[src/rtl/axc_div.sv]
// Tunable approximate sequential signed divider: restoring division on operand
// magnitudes, C_in quotient bits MSB first. Define AXC_DIV_ROUND_EN for midpoint compensation.
module axc_div #(
    parameter int NN = 8,
    parameter int ND = 8
) (
    input  logic                  CLK,
    input  logic                  RST_N,
    input  logic                  START,
    input  logic [NN-1:0]         N_in,
    input  logic [ND-1:0]         D_in,
    input  logic [$clog2(NN):0]   C_in,
    output logic [NN-1:0]         Q_out,
    output logic [ND-1:0]         R_out,
    output logic                  Done_out,
    output logic                  DivZero_out
);
    localparam int CW = $clog2(NN) + 1;

    // state  | meaning
    // S_IDLE | waiting for START, outputs zero since reset
    // S_CALC | one quotient bit per edge while cnt != 0, then result edge
    // S_DONE | result valid and held; START restarts
    typedef enum logic [1:0] {S_IDLE, S_CALC, S_DONE} state_t;

    state_t        state_q, state_d;
    logic [NN-1:0] nrem_q, nrem_d;
    logic [ND-1:0] dmag_q, dmag_d;
    logic [ND:0]   p_q, p_d;
    logic [NN-1:0] qbits_q, qbits_d;
    logic [CW-1:0] cnt_q, cnt_d;
    logic [CW-1:0] k_q, k_d;
    logic          sgn_q_q, sgn_q_d;
    logic          sgn_r_q, sgn_r_d;
    logic          dz_q, dz_d;
    logic [NN-1:0] q_out_q, q_out_d;
    logic [ND-1:0] r_out_q, r_out_d;
    logic          done_q, done_d;
    logic          divzero_q, divzero_d;

    logic [ND:0]   p_shift, p_step;
    logic          ge;
    logic [CW-1:0] k_sel, shamt;
    logic [NN-1:0] qmag, n_abs;
    logic [ND-1:0] d_abs, p_lo;

    always_comb begin
        n_abs   = N_in[NN-1] ? (~N_in + 1'b1) : N_in;
        d_abs   = D_in[ND-1] ? (~D_in + 1'b1) : D_in;
        k_sel   = ((C_in == '0) || (C_in > CW'(NN))) ? CW'(NN) : C_in;

        p_shift = {p_q[ND-1:0], nrem_q[NN-1]};
        ge      = (p_shift >= {1'b0, dmag_q});
        p_step  = ge ? (p_shift - {1'b0, dmag_q}) : p_shift;

        // qbits holds the k computed bits right-aligned; move them to the top.
        shamt   = CW'(NN) - k_q;
        qmag    = qbits_q << shamt;
`ifdef AXC_DIV_ROUND_EN
        if (k_q < CW'(NN)) begin
            qmag = qmag | ((NN'(1) << shamt) >> 1);
        end
`endif
        p_lo    = p_q[ND-1:0];
    end

    always_comb begin
        state_d   = state_q;
        nrem_d    = nrem_q;
        dmag_d    = dmag_q;
        p_d       = p_q;
        qbits_d   = qbits_q;
        cnt_d     = cnt_q;
        k_d       = k_q;
        sgn_q_d   = sgn_q_q;
        sgn_r_d   = sgn_r_q;
        dz_d      = dz_q;
        q_out_d   = q_out_q;
        r_out_d   = r_out_q;
        done_d    = done_q;
        divzero_d = divzero_q;

        case (state_q)
            S_IDLE, S_DONE: begin
                if (START) begin
                    state_d   = S_CALC;
                    nrem_d    = n_abs;
                    dmag_d    = d_abs;
                    p_d       = '0;
                    qbits_d   = '0;
                    k_d       = k_sel;
                    sgn_q_d   = N_in[NN-1] ^ D_in[ND-1];
                    sgn_r_d   = N_in[NN-1];
                    dz_d      = (D_in == '0);
                    // Divide-by-zero skips the iterations and only takes the result edge.
                    cnt_d     = (D_in == '0) ? '0 : k_sel;
                    done_d    = 1'b0;
                    divzero_d = 1'b0;
                end
            end
            S_CALC: begin
                if (cnt_q != '0) begin
                    p_d     = p_step;
                    qbits_d = {qbits_q[NN-2:0], ge};
                    nrem_d  = nrem_q << 1;
                    cnt_d   = cnt_q - 1'b1;
                end else begin
                    state_d = S_DONE;
                    done_d  = 1'b1;
                    if (dz_q) begin
                        q_out_d   = '1;
                        r_out_d   = '0;
                        divzero_d = 1'b1;
                    end else begin
                        q_out_d = sgn_q_q ? (~qmag + 1'b1) : qmag;
                        r_out_d = sgn_r_q ? (~p_lo + 1'b1) : p_lo;
                    end
                end
            end
            default: state_d = S_IDLE;
        endcase
    end

    always_ff @(posedge CLK or negedge RST_N) begin
        if (!RST_N) begin
            state_q   <= S_IDLE;
            nrem_q    <= '0;
            dmag_q    <= '0;
            p_q       <= '0;
            qbits_q   <= '0;
            cnt_q     <= '0;
            k_q       <= '0;
            sgn_q_q   <= 1'b0;
            sgn_r_q   <= 1'b0;
            dz_q      <= 1'b0;
            q_out_q   <= '0;
            r_out_q   <= '0;
            done_q    <= 1'b0;
            divzero_q <= 1'b0;
        end else begin
            state_q   <= state_d;
            nrem_q    <= nrem_d;
            dmag_q    <= dmag_d;
            p_q       <= p_d;
            qbits_q   <= qbits_d;
            cnt_q     <= cnt_d;
            k_q       <= k_d;
            sgn_q_q   <= sgn_q_d;
            sgn_r_q   <= sgn_r_d;
            dz_q      <= dz_d;
            q_out_q   <= q_out_d;
            r_out_q   <= r_out_d;
            done_q    <= done_d;
            divzero_q <= divzero_d;
        end
    end

    assign Q_out       = q_out_q;
    assign R_out       = r_out_q;
    assign Done_out    = done_q;
    assign DivZero_out = divzero_q;

endmodule

[config.mk]
export PLATFORM = sky130hd
export DESIGN_NAME = axc_div
export DESIGN_NICKNAME = d
export VERILOG_FILES = /design/src/rtl/axc_div.sv
export SDC_FILE = /design/constraint.sdc
export NUM_CORES = 1
export LEC_CHECK = 0
export CAP_MARGIN = 20
export CORE_MARGIN = 3
export CORE_UTILIZATION = 61
export DETAILED_ROUTE_END_ITERATION = 8
export GPL_ROUTABILITY_DRIVEN = 0
export PLACE_DENSITY_LB_ADDON = 0.08
export SYNTH_ARGS = -nofsm -noshare
export SYNTH_HDL_FRONTEND = slang
export SYNTH_SLANG_ARGS = --single-unit
[constraint.sdc]
create_clock -name CLK -period 6.1 [get_ports CLK]
set_input_delay 0.915 -clock CLK [delete_from_list [all_inputs] [get_ports CLK]]
set_output_delay 0.915 -clock CLK [all_outputs]
set_load 0.01 [all_outputs]
==> flow_metrics.env <==
export IMPL_post_cts_resized=0
export IMPL_power_share_sequential_pct=28.4
export IMPL_final_core_utilization_pct=75.0
export IMPL_synth_edf_count=0
export IMPL_min_path_type="reg2reg"
export IMPL_cp_data_arrival_time_ns=3.28
export IMPL_cp_slowest_cell="nor3b_1"
export IMPL_clock_skew_ns=0.00347
export IMPL_critPathMaxFanout=19
export IMPL_post_drt_wl_per_cell_um=15.3
export IMPL_vias=3304
export IMPL_placement_cell_area_um2=4280
export IMPL_rsz0062_at_grt="false"
export IMPL_power_leakage_nw=1.99
export IMPL_track_usage_pct=25.3
export IMPL_register_area_um2=1580
export IMPL_setup_tns_ns=0
export IMPL_synth_area_um2=3830
export IMPL_total_power_w=0.00282
export IMPL_synth_top_cell_area_share_pct=41.2
export IMPL_grt_pass1_vias=3200
export IMPL_crit_path_end_kind="flip-flop"
export IMPL_fin_area_um2=4490
export IMPL_hold_viol_final=0
export IMPL_yosysUniqueCellTypes=47
export IMPL_syn_to_final_growth_pct=17.3
export IMPL_io_pin_count=41
export IMPL_die_y_um=85.2
export IMPL_max_stage_delay_ns=0.74
export IMPL_power_switching_w=0.00126
export IMPL_slew_violations=0
export IMPL_core_um2=5990
export IMPL_nets=515
export IMPL_grt_pass1_wl_um=14700
export IMPL_path_class="reg2reg"
export IMPL_diodes=0
export IMPL_worst_pin_slew_ns=0.952
export IMPL_cap_violations=0
export IMPL_drc=0
export IMPL_required_ns=6.33
export IMPL_rows=28
export IMPL_synth_seq_area_share_pct=41.2
export IMPL_crit_path_frequent_cell="nor2_1"
export IMPL_synth_area_leaders="dfrtp_1 (41%), nand2_1 (6.6%), o21ai_0 (5.0%), ha_1 (4.6%), mux2i_1 (4.4%)"
export IMPL_slew_limit_headroom_pct=36.3
export IMPL_whs_ns=0.482
export IMPL_postSynthRegisterBits=63
export IMPL_viasPerCell=5.93
export IMPL_ir_drop_mv=0.370
export IMPL_numCtsBuffers=9
export IMPL_combPwrFrac_pct=57.4
export IMPL_holdBufCountCts=0
export IMPL_clock_fmax_mhz=328
export IMPL_cts_setup_buffers=0
export IMPL_dp_final_hpwl_um=6200
export IMPL_worstPathCellList="inv_1, ha_1, nor3b_1, nor2_1, nor2_1, buf_4, nor3_1, a21oi_1, nand2_1"
export IMPL_insertion_delay_ns=0.34
export IMPL_synthCells=441
export IMPL_final_cell_mix="nand2_1 (67), dfrtp_1 (63), clkdlybuf4s50_1 (39)"
export IMPL_grt_max_degree=64
export IMPL_overflow=0
export IMPL_outcome="finished clean"
export IMPL_dieArea_um2=7270
export IMPL_finalSetupViolCount=0
export IMPL_start_util_pct=63.9
export IMPL_power_frac_clock_pct=14.2
export IMPL_fin_crit_sh_pct=50.0
export IMPL_async_flop_share_pct=100
export IMPL_antenna_found_initial=0
export IMPL_yosys_area_top_type="dfrtp_1"
export IMPL_multi_input_area_um2=2070
export IMPL_nFillCells=473
export IMPL_dr_pass1_iters=5
export IMPL_synth_flop_cell="dfrtp_1"
export IMPL_cts_tree="yes"
export IMPL_p_per_area_nw_per_um2=628
export IMPL_ant_nets=0
export IMPL_final_common_cell="nand2_1"
export IMPL_syn_num_nets=479
export IMPL_drive_gt1_share_pct=6.43
export IMPL_die_w_um=85.2
export IMPL_fin_crit_ns=3.05
export IMPL_startpoint_type="flip-flop"
export IMPL_port_buffers=40
export IMPL_cts_root_buffer_cell="clkbuf_8"
export IMPL_yosys_warnings=0
export IMPL_intPower_w=0.00156
export IMPL_cts_reportedPaths_clkPinSlew_ns=0.07
export IMPL_wl_um=8540
export IMPL_cts_max_level=3
export IMPL_swShare_pct=44.8
export IMPL_cts_path_max_buffers=2
export IMPL_avgSynthCellArea_um2=8.68
export IMPL_drt_initial_drc_count=183
export IMPL_numClockSinks=63
power by group through the flow:
stage	sequential [W]	combinational, W	clock, W
after floorplan	0.000767	0.00120	0
after global placement	0.000791	0.00153	0
after detailed placement	0.000804	0.00160	0
after CTS	0.000798	0.00161	0.000403
after global routing	0.000832	0.00181	0.000424
final	0.000800	0.00162	0.000399
path summary, 6_finish.rpt:
| kind | to | from | slack, ns | cells after the start |
|---|---|---|---|---|
| setup / recovery | cnt_q[0]$_DFFE_PN0P_ | cnt_q[0]$_DFFE_PN0P_ | 3.05 | 9 |
| hold / removal | dmag_q[6]$_DFFE_PN0P_ | dmag_q[6]$_DFFE_PN0P_ | 0.48 | 2 |
| setup reg to reg | cnt_q[0]$_DFFE_PN0P_ | cnt_q[0]$_DFFE_PN0P_ | 3.05 | 9 |
| hold reg to reg | dmag_q[6]$_DFFE_PN0P_ | dmag_q[6]$_DFFE_PN0P_ | 0.48 | 2 |
| max in group asynchronous | nrem_q[6]$_DFFE_PN0P_ | RST_N | 4.85 | 2 |
| min in group asynchronous | Q_out[7]$_DFFE_PN0P_ | RST_N | 0.73 | 2 |
metrics by stage:
stage               std cells  setup slack, ns
floorplan                 441             3.38
global placement          541             2.82
detailed placement        541             2.80
CTS                       557             3.03
global route              557             2.72
finish                    557             3.05
Yosys cell counts (3+ instances only):
cell and n:
o21ai_0 38, a22o_1 7, xnor2_1 15, inv_1 26, nor3b_1 3, nand2_1 67, o22ai_1 3, ha_1 14
mux2i_1 17, nand3b_1 3, nand2b_1 8, o31ai_1 9, nor2_1 37, xor2_1 13, or3_1 3, clkbuf_1 18
dfrtp_1 63, nor2b_1 8, nor3_1 11, nand3_1 14, a21oi_1 29
cells by family after synthesis:
logic type      Yosys count  synth area share, %
fa+ha+maj                15                 5.10
flops                    63                 41.2
mux                      21                 6.21
compound gates          106                 17.2
simple gates            161                 19.2
buf+inv                  47                 4.67
xor+xnor                 28                 6.40
sequential cells by signal, summed over array words and instances (netlist names):
| name | cells |
|---|---|
| Q_out | 8 |
| R_out | 8 |
| dmag_q | 8 |
| nrem_q | 8 |
| p_q | 8 |
| qbits_q | 8 |
| cnt_q | 4 |
| k_q | 4 |
| state_q | 2 |
| DivZero_out | 1 |
| Done_out | 1 |
| dz_q | 1 |
| sgn_q_q | 1 |
| sgn_r_q | 1 |
cell type report:
class	instances	area share, %
Clock buffer	10	2.84
Tap cell	75	2.09
Timing Repair Buffer	45	9.64
Sequential cell	63	35.1
Inverter	27	2.26
Clock inverter	6	1.89
Multi-Input combinational cell	331	46.2
per-layer routing:
metal | global-route usage (%) | up-vias | routed length [um]
li1 | - | 1603 | -
met1 | 33.5 | 1570 | 3740
met2 | 40.4 | 112 | 4180
met3 | 5.15 | 19 | 448
met4 | 11.2 | 0 | 172
met5 | 0 | - | 0
worst max-delay path, delay by kind of cell, from the launching register on:
family                   cells  cell delay [ns]
AO/OA/AOI/OAI                1             0.12
adder cells (fa/ha/maj)      1             0.19
buffers and inverters        2             0.37
flip-flops                   1             0.41
AND/OR/NAND/NOR              5             1.83
Note: power is estimated with default switching activity, not from simulation.
